## src/rtl/stream_register_slice_if.sv

```systemverilog
// Valid/ready stream bundle for stream_register_slice: upstream payload and
// handshake, downstream payload and handshake, flush control and occupancy.
interface stream_register_slice_if #(
  parameter int WIDTH = 16
);
  logic             i_flush;
  logic [WIDTH-1:0] i_data;
  logic             i_valid;
  logic             i_ready;
  logic [WIDTH-1:0] o_data;
  logic             o_valid;
  logic             o_ready;
  logic [1:0]       o_count;

  // View of the slice itself.
  modport slave (
    input  i_flush, i_data, i_valid, o_ready,
    output i_ready, o_data, o_valid, o_count
  );

  // View of the surrounding producer/consumer.
  modport master (
    output i_flush, i_data, i_valid, o_ready,
    input  i_ready, o_data, o_valid, o_count
  );
endinterface

```

## src/rtl/stream_register_slice.sv

```systemverilog
// Fully registered two-entry valid/ready pipeline stage. The main register
// drives o_data; the skid register absorbs the beat that is in flight when
// the downstream stalls. Every output is a flop, so neither valid/data nor
// ready has a combinational path through the block.
module stream_register_slice #(
  parameter int WIDTH = 16
) (
  input logic                    clk,
  input logic                    rst,
  stream_register_slice_if.slave s
);

  localparam logic [1:0] EMPTY = 2'd0;
  localparam logic [1:0] ONE   = 2'd1;
  localparam logic [1:0] FULL  = 2'd2;

  logic [1:0]       state_q, state_d;
  logic             valid_q;
  logic             ready_q;
  logic [1:0]       count_q;
  logic [WIDTH-1:0] main_q;
  logic [WIDTH-1:0] skid_q;

  logic in_xfer;
  logic out_xfer;
  logic load_main_in;
  logic load_main_skid;
  logic load_skid_in;

  assign in_xfer  = s.i_valid && ready_q;
  assign out_xfer = valid_q && s.o_ready;

  // Next-state and register-load decisions; flush overrides everything.
  always_comb begin
    // NOTE: every signal gets a default first so no path leaves it unassigned
    // and no latch is inferred.
    state_d        = state_q;
    load_main_in   = 1'b0;
    load_main_skid = 1'b0;
    load_skid_in   = 1'b0;
    if (s.i_flush) begin
      state_d = EMPTY;
    end else begin
      case (state_q)
        EMPTY: begin
          if (in_xfer) begin
            load_main_in = 1'b1;
            state_d      = ONE;
          end
        end
        ONE: begin
          if (in_xfer && out_xfer) begin
            load_main_in = 1'b1;
          end else if (in_xfer) begin
            load_skid_in = 1'b1;
            state_d      = FULL;
          end else if (out_xfer) begin
            state_d = EMPTY;
          end
        end
        FULL: begin
          // i_ready is low here, so only the output side can move.
          if (out_xfer) begin
            load_main_skid = 1'b1;
            state_d        = ONE;
          end
        end
        default: state_d = EMPTY;
      endcase
    end
  end

  // State and the output flags, each a flop decoded from the next state.
  always_ff @(posedge clk or posedge rst) begin
    // NOTE: sequential state uses non-blocking assignments so every flop
    // samples pre-edge values regardless of statement order.
    if (rst) begin
      state_q <= EMPTY;
      valid_q <= 1'b0;
      ready_q <= 1'b0;
      count_q <= 2'd0;
    end else begin
      state_q <= state_d;
      valid_q <= (state_d != EMPTY);
      ready_q <= (state_d != FULL);
      count_q <= (state_d == FULL) ? 2'd2 : ((state_d == ONE) ? 2'd1 : 2'd0);
    end
  end

  // Payload registers; only written on an accepted or promoted beat.
  always_ff @(posedge clk or posedge rst) begin
    // NOTE: the two data registers are reset to zero so o_data is defined
    // after reset; a deeper storage array would normally be left unreset.
    if (rst) begin
      main_q <= '0;
      skid_q <= '0;
    end else begin
      if (load_main_in) begin
        main_q <= s.i_data;
      end else if (load_main_skid) begin
        main_q <= skid_q;
      end
      if (load_skid_in) begin
        skid_q <= s.i_data;
      end
    end
  end

  assign s.o_data  = main_q;
  assign s.o_valid = valid_q;
  assign s.i_ready = ready_q;
  assign s.o_count = count_q;

endmodule

```

## src/flat_wrapper.sv

```systemverilog
// flat-port wrapper written by rule: the top's interface ports become plain ports
module stream_register_slice_flat 
#(
  parameter int WIDTH = 16
)
  (clk, rst, s_i_flush, s_i_data, s_i_valid, s_o_ready, s_i_ready, s_o_data, s_o_valid, s_o_count);
  stream_register_slice_if #(.WIDTH(WIDTH)) s_i ();
  input logic clk;
  input logic rst;
  input wire logic [$bits(s_i.i_flush)-1:0] s_i_flush;
  input wire logic [$bits(s_i.i_data)-1:0] s_i_data;
  input wire logic [$bits(s_i.i_valid)-1:0] s_i_valid;
  input wire logic [$bits(s_i.o_ready)-1:0] s_o_ready;
  output wire logic [$bits(s_i.i_ready)-1:0] s_i_ready;
  output wire logic [$bits(s_i.o_data)-1:0] s_o_data;
  output wire logic [$bits(s_i.o_valid)-1:0] s_o_valid;
  output wire logic [$bits(s_i.o_count)-1:0] s_o_count;
  assign s_i.i_flush = s_i_flush;
  assign s_i.i_data = s_i_data;
  assign s_i.i_valid = s_i_valid;
  assign s_i.o_ready = s_o_ready;
  assign s_i_ready = s_i.i_ready;
  assign s_o_data = s_i.o_data;
  assign s_o_valid = s_i.o_valid;
  assign s_o_count = s_i.o_count;
  stream_register_slice #(.WIDTH(WIDTH)) u_core (.clk(clk), .rst(rst), .s(s_i));
endmodule
```

## config.mk

```make
export PLATFORM = sky130hd
export DESIGN_NAME = stream_register_slice_flat
export DESIGN_NICKNAME = d
export VERILOG_FILES = /design/src/rtl/stream_register_slice_if.sv /design/src/rtl/stream_register_slice.sv /design/src/flat_wrapper.sv
export SDC_FILE = /design/constraint.sdc
export NUM_CORES = 1
export LEC_CHECK = 0
export ABC_AREA = 1
export BUFFER_PORTS_ARGS = -buffer_cell sky130_fd_sc_hd__buf_2
export CAP_MARGIN = 10
export CORE_ASPECT_RATIO = 2
export CORE_MARGIN = 2
export CORE_UTILIZATION = 40
export DETAILED_ROUTE_END_ITERATION = 10
export GPL_TIMING_DRIVEN = 0
export PLACE_DENSITY = 0.74
export REMOVE_ABC_BUFFERS = 1
export SYNTH_ARGS = -nofsm -noshare
export SYNTH_HDL_FRONTEND = slang
export SYNTH_SLANG_ARGS = --single-unit
```

## constraint.sdc

```tcl
create_clock -name clk -period 1.3 [get_ports clk]
set_clock_uncertainty 0.1 [all_clocks]
set_input_delay 0.195 -clock clk [delete_from_list [all_inputs] [get_ports clk]]
set_output_delay 0.195 -clock clk [all_outputs]
set_load 0.1 [all_outputs]
```

==> impl_metrics.csv <==
group,metric,value,unit
clock_tree,clock_latency,0.29,ns
synthesis,netlist.top_cell.by_area,"dfrtp_1",
setup_path,worstReg2RegStart,"u_core.s.i_ready",
global_routing,grt_max_degree,39,
detailed_routing,via_per_inst,5.189,
run_status,failed_checks,"hold timing, setup timing",
floorplanning,ios,41,
detailed_routing,ant_nets,0,
setup_path,end_kind,"flip-flop",
finish,final_cells,338,
run_status,status,"finished with violations",
synthesis,yosys.area_share.simple,0.3038,
finish,nFillCells,354,
global_routing,grt-busiest-layer,"met2",
power,powerDensity,2331,nW/um2
clock_tree,clk_path_buf_depth,2,
synthesis,yosysUniqueCellTypes,17,
global_routing,grtUsageMet2,0.3427,
timing,tightest_slew,0.8048,ns
clock_tree,ctsHtreeMaxLevel,2,
timing,maxSlewHeadroom,0.4627,
timing,whs,-0.05214,ns
timing,slew_viol_final,0,
floorplanning,initial_core_util,0.4129,
detailed_routing,drc_errors,0,
floorplanning,die_area,5063,um2
timing,rsz0062_at_grt,"true",
synthesis,synth_compound_gate_area_share,0.04749,
detailed_routing,vias,1754,
synthesis,synth_xor_area_frac,0,
global_routing,gr-total-overflow,0,
setup_path,arrival,1.52,ns
placement,dp_cells,309,
timing,setup_viol,33,
setup_path,worst-path-max-fanout,6,
timing,clock.fmax,693.8,MHz
clock_tree,cts_root_buffer,"clkbuf_8",
synthesis,synth-adder-area-share,0,
synthesis,netlist_top_cells_area,"dfrtp_1, nand2_1, inv_1",
detailed_routing,dr.first_iter.drc_count,45,
global_routing,grt_pass1_vias,1676,
synthesis,syn_avg_cell_area,7.999,um2
clock_tree,cts_made_buffers,5,
timing,final.min_clock_period,1.441,ns
synthesis,synthMuxAreaShare,0,
timing,finalCritPeriodShare,1.109,
setup_path,startpoint_type,"flip-flop",
synthesis,synth-seq-cells,38,
synthesis,synth_top_family_by_area,"simple AND/OR/NAND/NOR gates",
placement,io_buffer_count,40,
setup_path,worstSetupStartpoint,"u_core.s.i_ready",
setup_path,critPathKind,"flip-flop to flip-flop",
clock_tree,tritoncts,"yes",
finish,antenna_cells,0,
finish,nNetsFinal,305,
detailed_routing,drt-total-wl,5.203,mm
finish,syn2layout_area_growth,51.47,%
global_routing,grt_use_met3,0.03788,
synthesis,synth_top_area_frac,0.5307,
clock_tree,path_clk_slew,0.08,ns
global_routing,grt_use_total,0.2053,
floorplanning,rows,34,
run,max-cap-violations,0,
global_routing,grt_antenna_before_repair,0,
timing,hold_viol,38,
power,leakagePower,1.460,nW
timing,setup_slack,-0.1414,ns
floorplanning,core,4339,um2
detailed_routing,wl_per_cell,15.39,um
detailed_routing,drt_pre_antenna_iters,4,
floorplanning,dieWidth,51.33,um
floorplanning,die_y,98.65,um
placement,hpwlAfterDp,2.555,mm
synthesis,syn_inst,224,
worst_hold_path,worstHoldPathType,"input port to async pin",
setup_path,cp.required,1.38,ns
clock_tree,clock_sink_count,38,
power,ir_drop,0.001404,V
global_routing,grt_pass1_wl,7.859,mm
placement,globalplace.congestion,0.7153,
global_routing,gr-usage-met1,0.2432,
synthesis,ys_seq_area_frac,0.5307,
synthesis,syn_area,1792,um2
synthesis,ys_warn_count,0,
finish,drive_above_1_share,0.4894,
-- power breakdown --
group	switching [mW]	total (mW)	internal [mW]
combinational	2.53	3.38	0.852
sequential	0.302	1.92	1.62
clock	0.413	1.03	0.614
total	3.24	6.33	3.08
-- flip-flops by register name, summed over array words and instances, names as in the netlist --
signal and count:
u_core.s.o_count 2, u_core.s.o_valid 1, u_core.s.i_ready 1, u_core.skid_q 16, u_core.s.o_data 16, u_core.state_q 2
-- synthesized netlist by cell type --
library cell / count
buf_2: 7
buf_4: 1
buf_6: 1
dfrtp_1: 38
inv_1: 39
inv_2: 3
nand2_1: 73
nand2_2: 1
nand2_4: 1
nand3_1: 21
nand3_4: 1
nand4_1: 15
nor2_1: 4
nor2_4: 1
nor3_2: 1
o21ai_0: 2
o21ai_1: 15
-- cells in the final DEF (no fill, tap or decap), drive strengths merged --
cell and count:
nand2 80, nand3 22, buf 56, nand4 15
clkinvlp 1, dfrtp 38, nor2 5, bufinv 1
inv 42, clkbuf 6, o21ai 17, nor3 1
-- cell families (layout without fill, tap and decap cells) --
family | Yosys count | after routing
and+or+nand+nor | 118 | 123
buffers and inverters | 51 | 106
AOI/OAI and AO/OA | 17 | 17
DFF | 38 | 38
-- critical path, cell delays in order, from the launching register on --
cell and delay, ns:
dfrtp_1 0.41, nand2_4 0.12, clkinvlp_4 0.13, nand3_4 0.20
buf_6 0.18, nand2_2 0.06, nand3_2 0.06, nand2_1 0.06
-- per-stage QoR --
| step | setup TNS (ns) | worst slack (ns) | power (mW) | utilization | area, um2 |
|---|---|---|---|---|---|
| 6_report | -2.619 | -0.1414 | 6.326 | 0.6254 | 2714 |
| 5_1_grt | -4.476 | -0.1886 | 6.585 | 0.6254 | 2714 |
| 4_1_cts | -1.108 | -0.08950 | 6.003 | 0.5675 | 2462 |
| 3_5_place_dp | -23.44 | -0.7648 | 4.597 | 0.4622 | 2006 |
| 3_3_place_gp | -37.89 | -0.7340 | 4.549 | 0.4622 | 2006 |
| 2_1_floorplan | -36.79 | -1.072 | 4.137 | - | 1738 |
-- worst paths after layout --
check,endpoint,slack [ns],depth (start not counted)
max in group asynchronous,u_core.state_q[1],0.59,2
max reg2reg,u_core.s.o_data[9],-0.14,7
min in group clk,u_core.s.o_data[3],0.07,3
min reg2reg,u_core.s.o_data[6],0.38,2
min,u_core.s.o_data[1],-0.05,2
max,u_core.s.o_data[9],-0.14,7
-- per-layer routing --
| metal | routed length (um) | part of all wire |
|---|---|---|
| met1 | 1945 | 0.37 |
| met2 | 2963 | 0.57 |
| met3 | 208 | 0.040 |
| met4 | 85 | 0.016 |
| met5 | 0 | 0 |
-- final cells by class --
| cell class | count | area, um2 | share of cell area |
|---|---|---|---|
| multi-input combinational | 140 | 957.2 | 0.3527 |
| clock buffer | 6 | 82.58 | 0.03043 |
| timing repair inverter | 1 | 11.26 | 0.004149 |
| tap | 54 | 67.56 | 0.02490 |
| inverter | 42 | 178.9 | 0.06593 |
| clock inverter | 1 | 30.03 | 0.01107 |
| timing repair buffer | 56 | 434.2 | 0.1600 |
| sequential | 38 | 952.2 | 0.3509 |
-- timing repair --
action                     CTS  global route
setup endpoints to repair   55            36
resized for setup           61            56
cloned                       6             1
pin swaps                   13            13
setup buffers               10             5
hold endpoints to repair    38             0
Note: power is estimated with default switching activity, not from simulation.
